[config.mk]
export PLATFORM = sky130hd
export DESIGN_NAME = vga_timing_gen
export DESIGN_NICKNAME = d
export VERILOG_FILES = /design/src/rtl/vga_timing_gen.sv
export SDC_FILE = /design/constraint.sdc
export NUM_CORES = 1
export LEC_CHECK = 0
export CORE_MARGIN = 2
export CORE_UTILIZATION = 52
export CTS_CLUSTER_DIAMETER = 50
export DETAILED_ROUTE_END_ITERATION = 6
export GPL_ROUTABILITY_DRIVEN = 0
export PLACE_DENSITY = 0.91
export RECOVER_POWER = 100
export SYNTH_ARGS = -nofsm -noshare
export SYNTH_HDL_FRONTEND = slang
export SYNTH_SLANG_ARGS = --single-unit
[constraint.sdc]
create_clock -name clk -period 4.14 [get_ports clk]
set_input_delay 0.621 -clock clk [delete_from_list [all_inputs] [get_ports clk]]
set_output_delay 0.621 -clock clk [all_outputs]
set_load 0.02 [all_outputs]
[src/rtl/vga_timing_gen.sv]
// vga_timing_gen: parametrised VGA timing generator producing a pixel clock enable,
// sync/blank/active decode, X/Y counters, line/frame strobes and a line-compare pulse.
module vga_timing_gen #(
  parameter int H_DISPLAY  = 800,
  parameter int H_FRONT    = 56,
  parameter int H_SYNC     = 120,
  parameter int H_BACK     = 64,
  parameter int V_DISPLAY  = 600,
  parameter int V_FRONT    = 37,
  parameter int V_SYNC     = 6,
  parameter int V_BACK     = 23,
  parameter bit HSYNC_POL  = 1'b1,
  parameter bit VSYNC_POL  = 1'b1,
  parameter int CLK_DIV    = 2,
  parameter int PIPE_DELAY = 0,
  parameter int X_W        = 11,
  parameter int Y_W        = 10
) (
  input  logic           clk,
  input  logic           rst_n,
  input  logic           enable,
  input  logic [Y_W-1:0] cmp_line,
  output logic           pix_ce,
  output logic [X_W-1:0] counter_x,
  output logic [Y_W-1:0] counter_y,
  output logic           hsync,
  output logic           vsync,
  output logic           display_active,
  output logic           hblank,
  output logic           vblank,
  output logic           line_start,
  output logic           frame_start,
  output logic           line_irq
);

  localparam int H_TOTAL  = H_DISPLAY + H_FRONT + H_SYNC + H_BACK;
  localparam int V_TOTAL  = V_DISPLAY + V_FRONT + V_SYNC + V_BACK;
  localparam int HS_START = H_DISPLAY + H_FRONT;
  localparam int HS_END   = HS_START + H_SYNC;
  localparam int VS_START = V_DISPLAY + V_FRONT;
  localparam int VS_END   = VS_START + V_SYNC;
  localparam int DIV_W    = (CLK_DIV > 1) ? $clog2(CLK_DIV) : 1;

  // Flag vector order {hsync, vsync, display_active, hblank, vblank}, all active-high.
  function automatic logic [4:0] decode_flags(input logic [X_W-1:0] x, input logic [Y_W-1:0] y);
    logic hs, vs, hb, vb;
    hs = (x >= X_W'(HS_START)) && (x < X_W'(HS_END));
    vs = (y >= Y_W'(VS_START)) && (y < Y_W'(VS_END));
    hb = (x >= X_W'(H_DISPLAY));
    vb = (y >= Y_W'(V_DISPLAY));
    return {hs, vs, ~hb & ~vb, hb, vb};
  endfunction

  logic [DIV_W-1:0] div_cnt;
  logic             div_wrap;
  logic             x_last;
  logic             y_last;
  logic [X_W-1:0]   x_nxt;
  logic [Y_W-1:0]   y_nxt;
  logic             started;
  logic             new_line;
  logic [4:0]       flags_p0;
  logic [4:0]       flags_out;

  // Free-running divider; pix_ce is the registered wrap
  assign div_wrap = (div_cnt == DIV_W'(CLK_DIV - 1));

  always_ff @(posedge clk or negedge rst_n) begin
    if (!rst_n) begin
      div_cnt <= '0;
      pix_ce  <= 1'b0;
    end else begin
      pix_ce  <= div_wrap;
      div_cnt <= div_wrap ? '0 : div_cnt + DIV_W'(1);
    end
  end

  assign x_last = (counter_x == X_W'(H_TOTAL - 1));
  assign y_last = (counter_y == Y_W'(V_TOTAL - 1));

  always_comb begin
    x_nxt = counter_x + X_W'(1);
    y_nxt = counter_y;
    if (x_last) begin
      x_nxt = '0;
      y_nxt = y_last ? '0 : counter_y + Y_W'(1);
    end
  end

  // The first tick after a stop or reset counts as the start of line 0 of a new frame.
  assign new_line = (x_nxt == '0) || !started;

  // Stage p0: counters, strobes and undelayed flags
  always_ff @(posedge clk or negedge rst_n) begin
    if (!rst_n) begin
      counter_x   <= '0;
      counter_y   <= '0;
      started     <= 1'b0;
      line_start  <= 1'b0;
      frame_start <= 1'b0;
      line_irq    <= 1'b0;
      flags_p0    <= '0;
    end else if (!enable) begin
      counter_x   <= '0;
      counter_y   <= '0;
      started     <= 1'b0;
      line_start  <= 1'b0;
      frame_start <= 1'b0;
      line_irq    <= 1'b0;
      flags_p0    <= '0;
    end else if (pix_ce) begin
      counter_x   <= x_nxt;
      counter_y   <= y_nxt;
      started     <= 1'b1;
      line_start  <= new_line;
      frame_start <= new_line && (y_nxt == '0);
      line_irq    <= new_line && (y_nxt == cmp_line);
      flags_p0    <= decode_flags(x_nxt, y_nxt);
    end else begin
      line_start  <= 1'b0;
      frame_start <= 1'b0;
      line_irq    <= 1'b0;
    end
  end

  // Stages p1..pN: flag delay line advanced on pixel ticks
  generate
    if (PIPE_DELAY == 0) begin : g_no_dly
      assign flags_out = flags_p0;
    end else begin : g_dly
      logic [4:0] dly_p1 [PIPE_DELAY];

      always_ff @(posedge clk or negedge rst_n) begin
        if (!rst_n) begin
          for (int i = 0; i < PIPE_DELAY; i++) dly_p1[i] <= '0;
        end else if (!enable) begin
          for (int i = 0; i < PIPE_DELAY; i++) dly_p1[i] <= '0;
        end else if (pix_ce) begin
          dly_p1[0] <= flags_p0;
          for (int i = 1; i < PIPE_DELAY; i++) dly_p1[i] <= dly_p1[i-1];
        end
      end

      assign flags_out = dly_p1[PIPE_DELAY-1];
    end
  endgenerate

  assign hsync          = flags_out[4] ? HSYNC_POL : ~HSYNC_POL;
  assign vsync          = flags_out[3] ? VSYNC_POL : ~VSYNC_POL;
  assign display_active = flags_out[2];
  assign hblank         = flags_out[1];
  assign vblank         = flags_out[0];

endmodule
Yosys cells after proc, flatten, opt, wreduce, memory -nomap -nowiden
Cells that the tools add are included.
- memories kept: 0
- RAM bits: 0
- output and inout bits: 30
- logic and storage cells: 53
- flip-flop bits (word level): 32
- bits in latches: 0
- ROM bits: 0
- shifts and indexed selects: 0
- $add $sub $neg: 3
- order comparisons: 6
- muxes and demuxes: 20
- divide/modulo/power cells: 0
- reductions and logical operators: 8
- bitwise logic cells: 3
- multiply operators: 0
- equality and inequality tests: 4
- operators by type and width (cell ; number):
    $mux W10 ; 4
    $mux W11 ; 3
    $ge A11 B10 Y1 const B ; 2
    $ge A10 B10 Y1 const B ; 2
    $add A11 B1 Y11 const B ; 1
    $eq A11 B11 Y1 const B ; 1
    $logic_not A11 Y1 ; 1
    $lt A11 B10 Y1 const B ; 1
    $mux W1 ; 11
    $add A10 B1 Y10 const B ; 1
    $eq A10 B10 Y1 ; 1
    $eq A10 B10 Y1 const B ; 1
    $logic_not A10 Y1 ; 1
    $lt A10 B10 Y1 const B ; 1
    $mux W5 ; 2
    $logic_and A1 B1 Y1 ; 4
    $ne A2 B1 Y1 const B ; 1
    $not A1 Y1 ; 2
    $add A1 B1 Y1 const B ; 1
    $and A1 B1 Y1 ; 1
    $logic_not A1 Y1 ; 1
    $logic_or A1 B1 Y1 ; 1

Depth between registers and ports, before layout
Gate-level depths: netlist of the first run.
- depth after elaboration: 8
- depth in mapped cells: 11

Worst setup path before layout of the first run
Ideal clock, no wire load.
- path kind: register -> register
- start point: register counter_x[0]
- end point: register frame_start
- arrival: 2240 ps
- period minus slack after synthesis: 2306 ps
- library setup time: 66 ps
- slack: 1834 ps
- data required time: 4074 ps
- cell stages (with the launch flop): 11
- cells stage by stage: dfrtp_1 > ha_1 > buf_2 > and3_1 > clkbuf_2 > nand3_2 > nor3_2 > xnor2_1 > o2111ai_1 > nor4_1 > and2_1
- cells in the longest elaborated chain, start to end: 7
- elaborated cells between the ends (all ways): 10
- classes of those cells: 1 x add/sub; 1 x eq/ne; 4 x mux; 4 x reduce/logical
- ends and longest elaborated chain (element ; RTL line ; RTL):
    start: declaration ; 24 ; output logic [X_W-1:0] counter_x,
    start signal: assignment ; 112 ; counter_x <= x_nxt;
    $add A11 B1 Y11 / $eq A11 B11 Y1 (equally long branches) ; 82, 78 ;
    $mux W11 ; 84 ; if (x_last) begin
    $logic_not A11 Y1 ; 91 ; assign new_line = (x_nxt == '0) || !started;
    $logic_or A1 B1 Y1 ; 91 ;
    $logic_and A1 B1 Y1 * ; 116 ; frame_start <= new_line && (y_nxt == '0);
    $mux W1 * ; 111 ; end else if (pix_ce) begin
    $mux W1 * ; 103 ; end else if (!enable) begin
    end signal: assignment ; 116 ;
    end: declaration ; 32 ; output logic frame_start,
Every way passes the cells marked *; elsewhere a longest branch is shown, timed or not.
A chain may end at the register's enable or synchronous reset.

Final worst setup path of the first run
- start point: register counter_y[0]
- end point: register flags_p0[3], in the netlist flags_out[3]
- cells in the longest elaborated chain, start to end: 7
- elaborated cells between the ends (all ways): 9
- classes of those cells: 1 x add/sub; 2 x order compare; 1 x eq/ne; 4 x mux; 1 x reduce/logical
- ends and longest elaborated chain (element ; RTL line ; RTL):
    start: declaration ; 25 ; output logic [Y_W-1:0] counter_y,
    start signal: assignment ; 113 ; counter_y <= y_nxt;
    $add A10 B1 Y10 / $eq A10 B10 Y1 (equally long branches) ; 86, 79 ;
    $mux W10 ; 86 ; y_nxt = y_last ? '0 : counter_y + Y_W'(1);
    $mux W10 * ; 84 ;
    $ge A10 B10 Y1 / $lt A10 B10 Y1 (equally long branches) ; 48 ; vs = (y >= Y_W'(VS_START)) && (y < Y_W'(VS_END));
    $logic_and A1 B1 Y1 * ; 48 ;
    $mux W5 * ; 111 ;
    $mux W5 * ; 103 ;
    end signal: assignment ; 118 ; flags_p0 <= decode_flags(x_nxt, y_nxt);
    end: declaration ; 62 ; logic [4:0] flags_p0;
Every way passes the cells marked *; elsewhere a longest branch is shown, timed or not. The select of a mux whose other input is x is not followed.

==> results of run 1 <==
## through the flow
step,utilization [%],setup slack (ns)
4_1_cts,65.60,1.506
3_3_place_gp,63.13,1.633
6_report,64.71,0.7204
2_1_floorplan,-,1.835
5_1_grt,64.71,0.6097
3_5_place_dp,63.13,1.528
## worst paths after layout
check	end	slack (ns)	cells past startpoint
worst max-delay path	flags_out[3]	0.72	8
worst min-delay path	pix_ce	0.39	0
worst max register to register	flags_out[3]	0.72	8
worst min register to register	pix_ce	0.39	0
max in group asynchronous	counter_y[3]	1.82	2
min in group asynchronous	counter_y[9]	1.32	2
## synthesized netlist by cell type (5+ instances only)
cell / n / area (sq um)
nand3_1: 14 / 70.07
o21ai_0: 10 / 50.05
dfrtp_1: 32 / 800.8
buf_2: 9 / 45.04
and4_1: 6 / 52.55
and3_1: 6 / 37.54
nor2_1: 35 / 131.4
xnor2_1: 7 / 61.31
clkbuf_1: 7 / 26.28
nor3_1: 10 / 50.05
a31oi_1: 5 / 31.28
nand4_1: 9 / 56.30
xor2_1: 15 / 131.4
inv_1: 8 / 30.03
a21oi_1: 16 / 80.08
nand2_1: 17 / 63.81
a211oi_1: 6 / 45.04
## cells by family (layout without fill, tap and decap cells)
logic type	count (synthesis)	in the layout	synth area share [%]
AND/OR/NAND/NOR	125	125	30.40
buffers and inverters	31	60	6.091
flip-flops	32	32	33.90
XOR/XNOR	22	22	8.157
AO/OA/AOI/OAI	62	62	17.16
adder cells (fa/ha/maj)	4	4	2.119
multiplexers	5	5	2.172
## flip-flops by register name, summed over array words and instances, names as in the netlist
| name | count |
|---|---|
| counter_x | 11 |
| pix_ce | 1 |
| line_start | 1 |
| line_irq | 1 |
| flags_out | 5 |
| frame_start | 1 |
| started | 1 |
| counter_y | 10 |
| div_cnt | 1 |
## report_power, final
group          internal, mW  leakage [nW]  switching [mW]
registers             0.316         0.433         0.00388
logic                0.0188         0.668          0.0225
clock network         0.179        0.0552           0.125
## per-layer routing
| metal | vias to the layer above | wire length, microns |
|---|---|---|
| met1 | 1105 | 2741 |
| met3 | 8 | 541 |
| li1 | 1074 | - |
| met4 | 0 | 88 |
| met5 | - | 0 |
| met2 | 123 | 2916 |
## cell type report
class / instances / share of cell area, %
multi-input combinational: 218 / 49.07
sequential: 32 / 28.42
timing repair buffer: 44 / 15.32
clock buffer: 6 / 2.575
tap: 52 / 2.309
clock inverter: 2 / 1.243
inverter: 8 / 1.066
==> impl_results.md, run 1 <==
* Antenna-violating nets left at 0
* VDD IR max at 0.1767 mV
* Worst hold start: div_cnt
* Slowest stage cell, crit path: nor4_1
* Syn Area/Cell at 8.407 sq um
* P&R area growth vs syn at 19.28%
* Post-Syn Area at 2362 sq um
* Max-Cap Viols at 2
* Worst slew pin tran at 1.745 ns
* Hold Path Class: flip-flop to flip-flop
* Rows at 24
* Antenna violations before repair at 0
* Worst-path clk slew at 0.07 ns
* Unique masters post-synth at 56
* Post-CTS Setup Bufs at 0
* Die Y at 71.40 microns
* Post-Layout Cell Count at 362
* WL final at 6288 microns
* Minimum clock period at 3.420 ns
* First-pass GRT wire length at 10290 microns
* Multi-input gate area at 1383 sq um
* Crit path largest cell delay at 1.27 ns
* Number of global-route vias before repair at 2132
* WP buf/inv at 0
* Post-synthesis sequential area ratio at 33.90%
* CP max FO at 13
* Commonest non-fill, non-tap cells in the layout: nor2_1 (35), dfrtp_1 (32), dlygate4sd3_1 (32), nand2_1 (17), a21oi_1 (16)
* CTS tree: done
* M2 GR Usage at ~39%
* CP Capture Type: flip-flop
* Pwr Density at roughly 240 nW/um^2
* Core area at between 4000 and 5000 sq um
* Finished Cell Area at around 2800 sq um
* RSZ-0062 raised after global routing: false
* Status: finished with violations
* Detailed Place HPWL at 4264 microns
* Critical Path Start: counter_y[0]
* Final net count at roughly 330
* Tot Pwr at approximately 0.66 mW
* Flip-flop and latch area at between 800 and 900 sq um
* Hold Buf Count CTS at 0
* Initial Util at 54.25%
* Setup Viol. Count Final at 0
* Grt met3 use at just over 5%
* Yosys reg bits at 32
* GRT Util Overall at 25.57%
* CTS Buf Count at 5
* Syn Inst Count at 281
* Hold_ws at around 0.4 ns
* Slew headroom at -16.31%
* IO Count at 43
* Largest net degree at the start of global routing at 33
* I/O Buffers at 42
* Max frequency at 0.2924 GHz
* Leak pwr at 1.155 nW
* Most used routing layer: met2
* DR pass1 iterations at 5
* Yosys warning count at 0
* Antenna cells at 0
* Iter 0 DRT Violations at 303
* Critical path, cell by cell: ha_1 -> nand4b_2 -> nor4_1 -> o21ai_1 -> a21oi_2 -> a311o_1 -> a2bb2oi_1 -> o21ai_0
* Drt drc at 0
* Max Slew Vio Count at between 40 and 50
* Layout fillers at 349
* Post-Route Setup TNS at 0 ns
* CP Class: flip-flop to flip-flop
* Worst path top cell family by delay: simple AND/OR/NAND/NOR gates
* Root Driver: clkbuf_8
* Startpoint class of the critical path: flip-flop
* Clock skew at a little over 0.008 ns
* Fin crit share at 82.60%
* Routed WL per cell at between 15 and 20 microns
* Commonest non-fill, non-tap cell in the layout: nor2_1
* Clock Path Buffers at 2
* Clock Sink Count at 32
* Worst skew pair latency at 0.30 ns
* Most used DFF post-synth: dfrtp_1
* Placed Area at around 2700 sq um
* H-tree depth at 2
* Required @ worst endpoint at 4.31 ns
* EDFF count, synth at 0
* Grt met1 use at around 36%
* Cts repair resizes at 0
* CP arrival at ~3.6 ns
* Fin. Hold Viols at 0
* Total Die Area at approximately 5100 sq um
* Die Span X at approximately 71 microns
* DR vias at around 2300
* Reg2reg start: counter_y[0]
* Grt total ovfl at 0
* Post-synth ARST share at 100.0%
* Failing checks: max-capacitance violations, max-slew violations
* Via/cell ratio at approximately 6.4
* Layout cells sized above 1 at under 10%
* Syn_nets at about 300
* Placed Cells at approximately 350
No activity file was read; power rests on OpenSTA's default activity.
==> inputs of run 2 (changes only) <==
CORE_UTILIZATION = 48   (was 52)
PLACE_DENSITY = 0.89   (was 0.91)
clock period = 3 ns   (was 4.14 ns; I/O delays follow)
==> run 2 against run 1 <==
The run still ends with max-capacitance violations, max-slew violations left. Clock skew is 0.0047 ns higher. Worst hold slack worse by 0.0070 ns. Sequential cell count stayed put. Die area is 7.9% higher. Combinational power is 41% higher. Clock-buffer cell count is 1 higher. Global-route usage is 1.7 points lower. Worst setup slack worse by 0.38 ns. Register-to-register slack worse by 0.38 ns. Wire length is 2.4% lower. Highest routed layer unchanged.
==> impl_results.md, run 2 (same netlist as run 1, synthesis figures left out) <==
* Reg2reg setup slack at 0.34 ns (-0.38 ns)
* Max Slew Vio Count at 33 (-25%)
* Hold_ws at 0.3854 ns (-0.006968 ns)
* Clock skew at 0.01279 ns (+0.004711 ns)
* Pre-CTS setup slack at 0.4323 ns (-1.095 ns)
* Clock Path Buffers at 2 (unchanged)
* Drt drc at 0 (unchanged)
* WP buf/inv at 0 (unchanged)
* Critical path, cell by cell: ha_1 -> and3_1 -> and3_1 -> nor2_1 -> nor4_1 -> o2111ai_1 -> nor3_1
* Antenna-violating nets left at 0 (unchanged)
* Status: finished with violations
* CP Class: flip-flop to flip-flop
* Setup Viol. Count Final at 0 (unchanged)
* Reg2reg start: counter_x[0]
* Worst hold start: div_cnt
* Die Y at 74.15 microns (+3.9%)
* Finished Cell Area at 2873 sq um (+2.0%)
* Slew headroom at -18.00% (-1.7 points)
* CTS Buf Count at 5 (unchanged)
* Largest net degree at the start of global routing at 33 (unchanged)
* Root Driver: clkbuf_8
* First-pass GRT wire length at 10110 microns (-1.8%)
* P&R area growth vs syn at 21.61%
* Core area at 4723 sq um (+8.5%)
* Placed Cells at 372 (+5.1%)
* RSZ-0062 raised after global routing: false
* Total Die Area at 5498 sq um (+7.9%)
* Startpoint class of the critical path: flip-flop
* H-tree depth at 2 (unchanged)
* Detailed Place HPWL at 4190 microns (-1.7%)
* Worst slew pin tran at 1.770 ns (+0.02540 ns)
* Min-Delay Endpoint: pix_ce
* Worst-path clk slew at 0.07 ns (about the same)
* CP most frequent cell: and3_1
* IO Count at 43 (unchanged)
* Post-CTS Setup Bufs at 0 (unchanged)
* Rows at 25 (+4.2%)
* Hold Buf Count CTS at 0 (unchanged)
* PnR worst setup slack at 0.3419 ns (-0.3786 ns)
* FF-to-FF End: line_irq
* Post-Route Setup TNS at 0 ns (unchanged)
* Max-Cap Viols at 1 (-1)
* CP Capture Type: flip-flop
* Required @ worst endpoint at 3.20 ns (-1.11 ns)
* Die Span X at 74.15 microns (+3.9%)
* Clock Sink Count at 32 (unchanged)
* VDD IR max at 0.2967 mV (+68%)
* Tot Pwr at 0.8665 mW (+30%)
* Leak pwr at 1.166 nW (+0.89%)
* Worst r2r path cells at 7 (-1)
* Post-Layout Cell Count at 379 (+4.7%)
* Max frequency at 0.3762 GHz (+29%)
* Cts repair resizes at 0 (unchanged)
* Antenna violations before repair at 0 (unchanged)
* Minimum clock period at 2.658 ns (-0.7614 ns)
* Crit path largest cell delay at 0.49 ns (-0.78 ns)
* Hold-critical path depth at 0 (unchanged)
* Slowest stage cell, crit path: nor4_1
* DR vias at 2266 (-1.9%)
* I/O Buffers at 42 (unchanged)
* Via/cell ratio at 5.979 (-6.3%)
* CP max FO at 13 (unchanged)
* CTS tree: done
* Fin. Hold Viols at 0 (unchanged)
* Grt total ovfl at 0 (unchanged)
* GRT Util Overall at 23.87% (-1.7 points)
* Layout Utilization at 60.82% (-3.9 points)
* WL final at 6134 microns (-2.4%)
* Iter 0 DRT Violations at 321 (+5.9%)
* Pwr Density at 301.6 nW/um^2 (+28%)
* Routed WL per cell at 16.18 microns (-6.8%)
* Commonest non-fill, non-tap cells in the layout: nor2_1 (35), dfrtp_1 (32), dlygate4sd3_1 (32), nand2_1 (17), a21oi_1 (16)
* DR pass1 iterations at 6 (+1)
* Placed Area at 2790 sq um (+1.5%)
* Layout cells sized above 1 at 7.051% (+1.9 points)
* Worst path top cell family by delay: simple AND/OR/NAND/NOR gates
* Max FFs per register at 11 (unchanged)
* Final net count at 329 (+0.92%)
* Failing checks: max-capacitance violations, max-slew violations
* Hold Path Class: flip-flop to flip-flop
* Antenna cells at 0 (unchanged)
* Reg with most FFs: counter_x
* Initial Util at 50.01% (-4.2 points)
* Worst skew pair latency at 0.29 ns (about the same)
* Commonest non-fill, non-tap cell in the layout: nor2_1
* Number of global-route vias before repair at 2049 (-3.9%)
* Fin crit share at 88.60% (+6.0 points)
* CP arrival at 2.86 ns (-0.72 ns)
run 2: cell types whose count changed in the layout (fill, tap and decap cells not counted), sizes merged:
cell    before  now
buf          1    3
clkbuf       7    9
bufinv       1    0
clkinv       1    0
run 2: cell type report:
class,instances,area [sq um]
timing repair buffer,47,450.4
multi-input combinational,218,1411
tap,67,83.83
fill,404,1851
clock buffer,7,96.34
sequential,32,800.8
inverter,8,30.03
run 2: power by group:
part	internal (mW)	total (mW)	switching (mW)
sequential	0.436	0.441	0.00511
clock	0.204	0.367	0.163
combinational	0.0265	0.0579	0.0314
total	0.667	0.867	0.200
run 2: routing by layer:
metal | vias up | share of wire [%] | global-route usage [%]
met1 | 1053 | 44 | 34.16
li1 | 1080 | - | -
met5 | - | 0 | 0
met2 | 119 | 46 | 34.13
met4 | 0 | 2.3 | 10.10
met3 | 14 | 8.3 | 6.233
run 2: worst max path at each step:
stage,startpoint,endpoint,slack (ns),cells after the start
global route,counter_x[0],flags_out[2],0.14,8
detailed placement,counter_x[0],frame_start,0.43,8
floorplan,counter_x[0],frame_start,0.69,10
global placement,counter_x[0],frame_start,0.48,8
finish,counter_x[0],line_irq,0.34,7
CTS,counter_x[0],frame_start,0.41,8
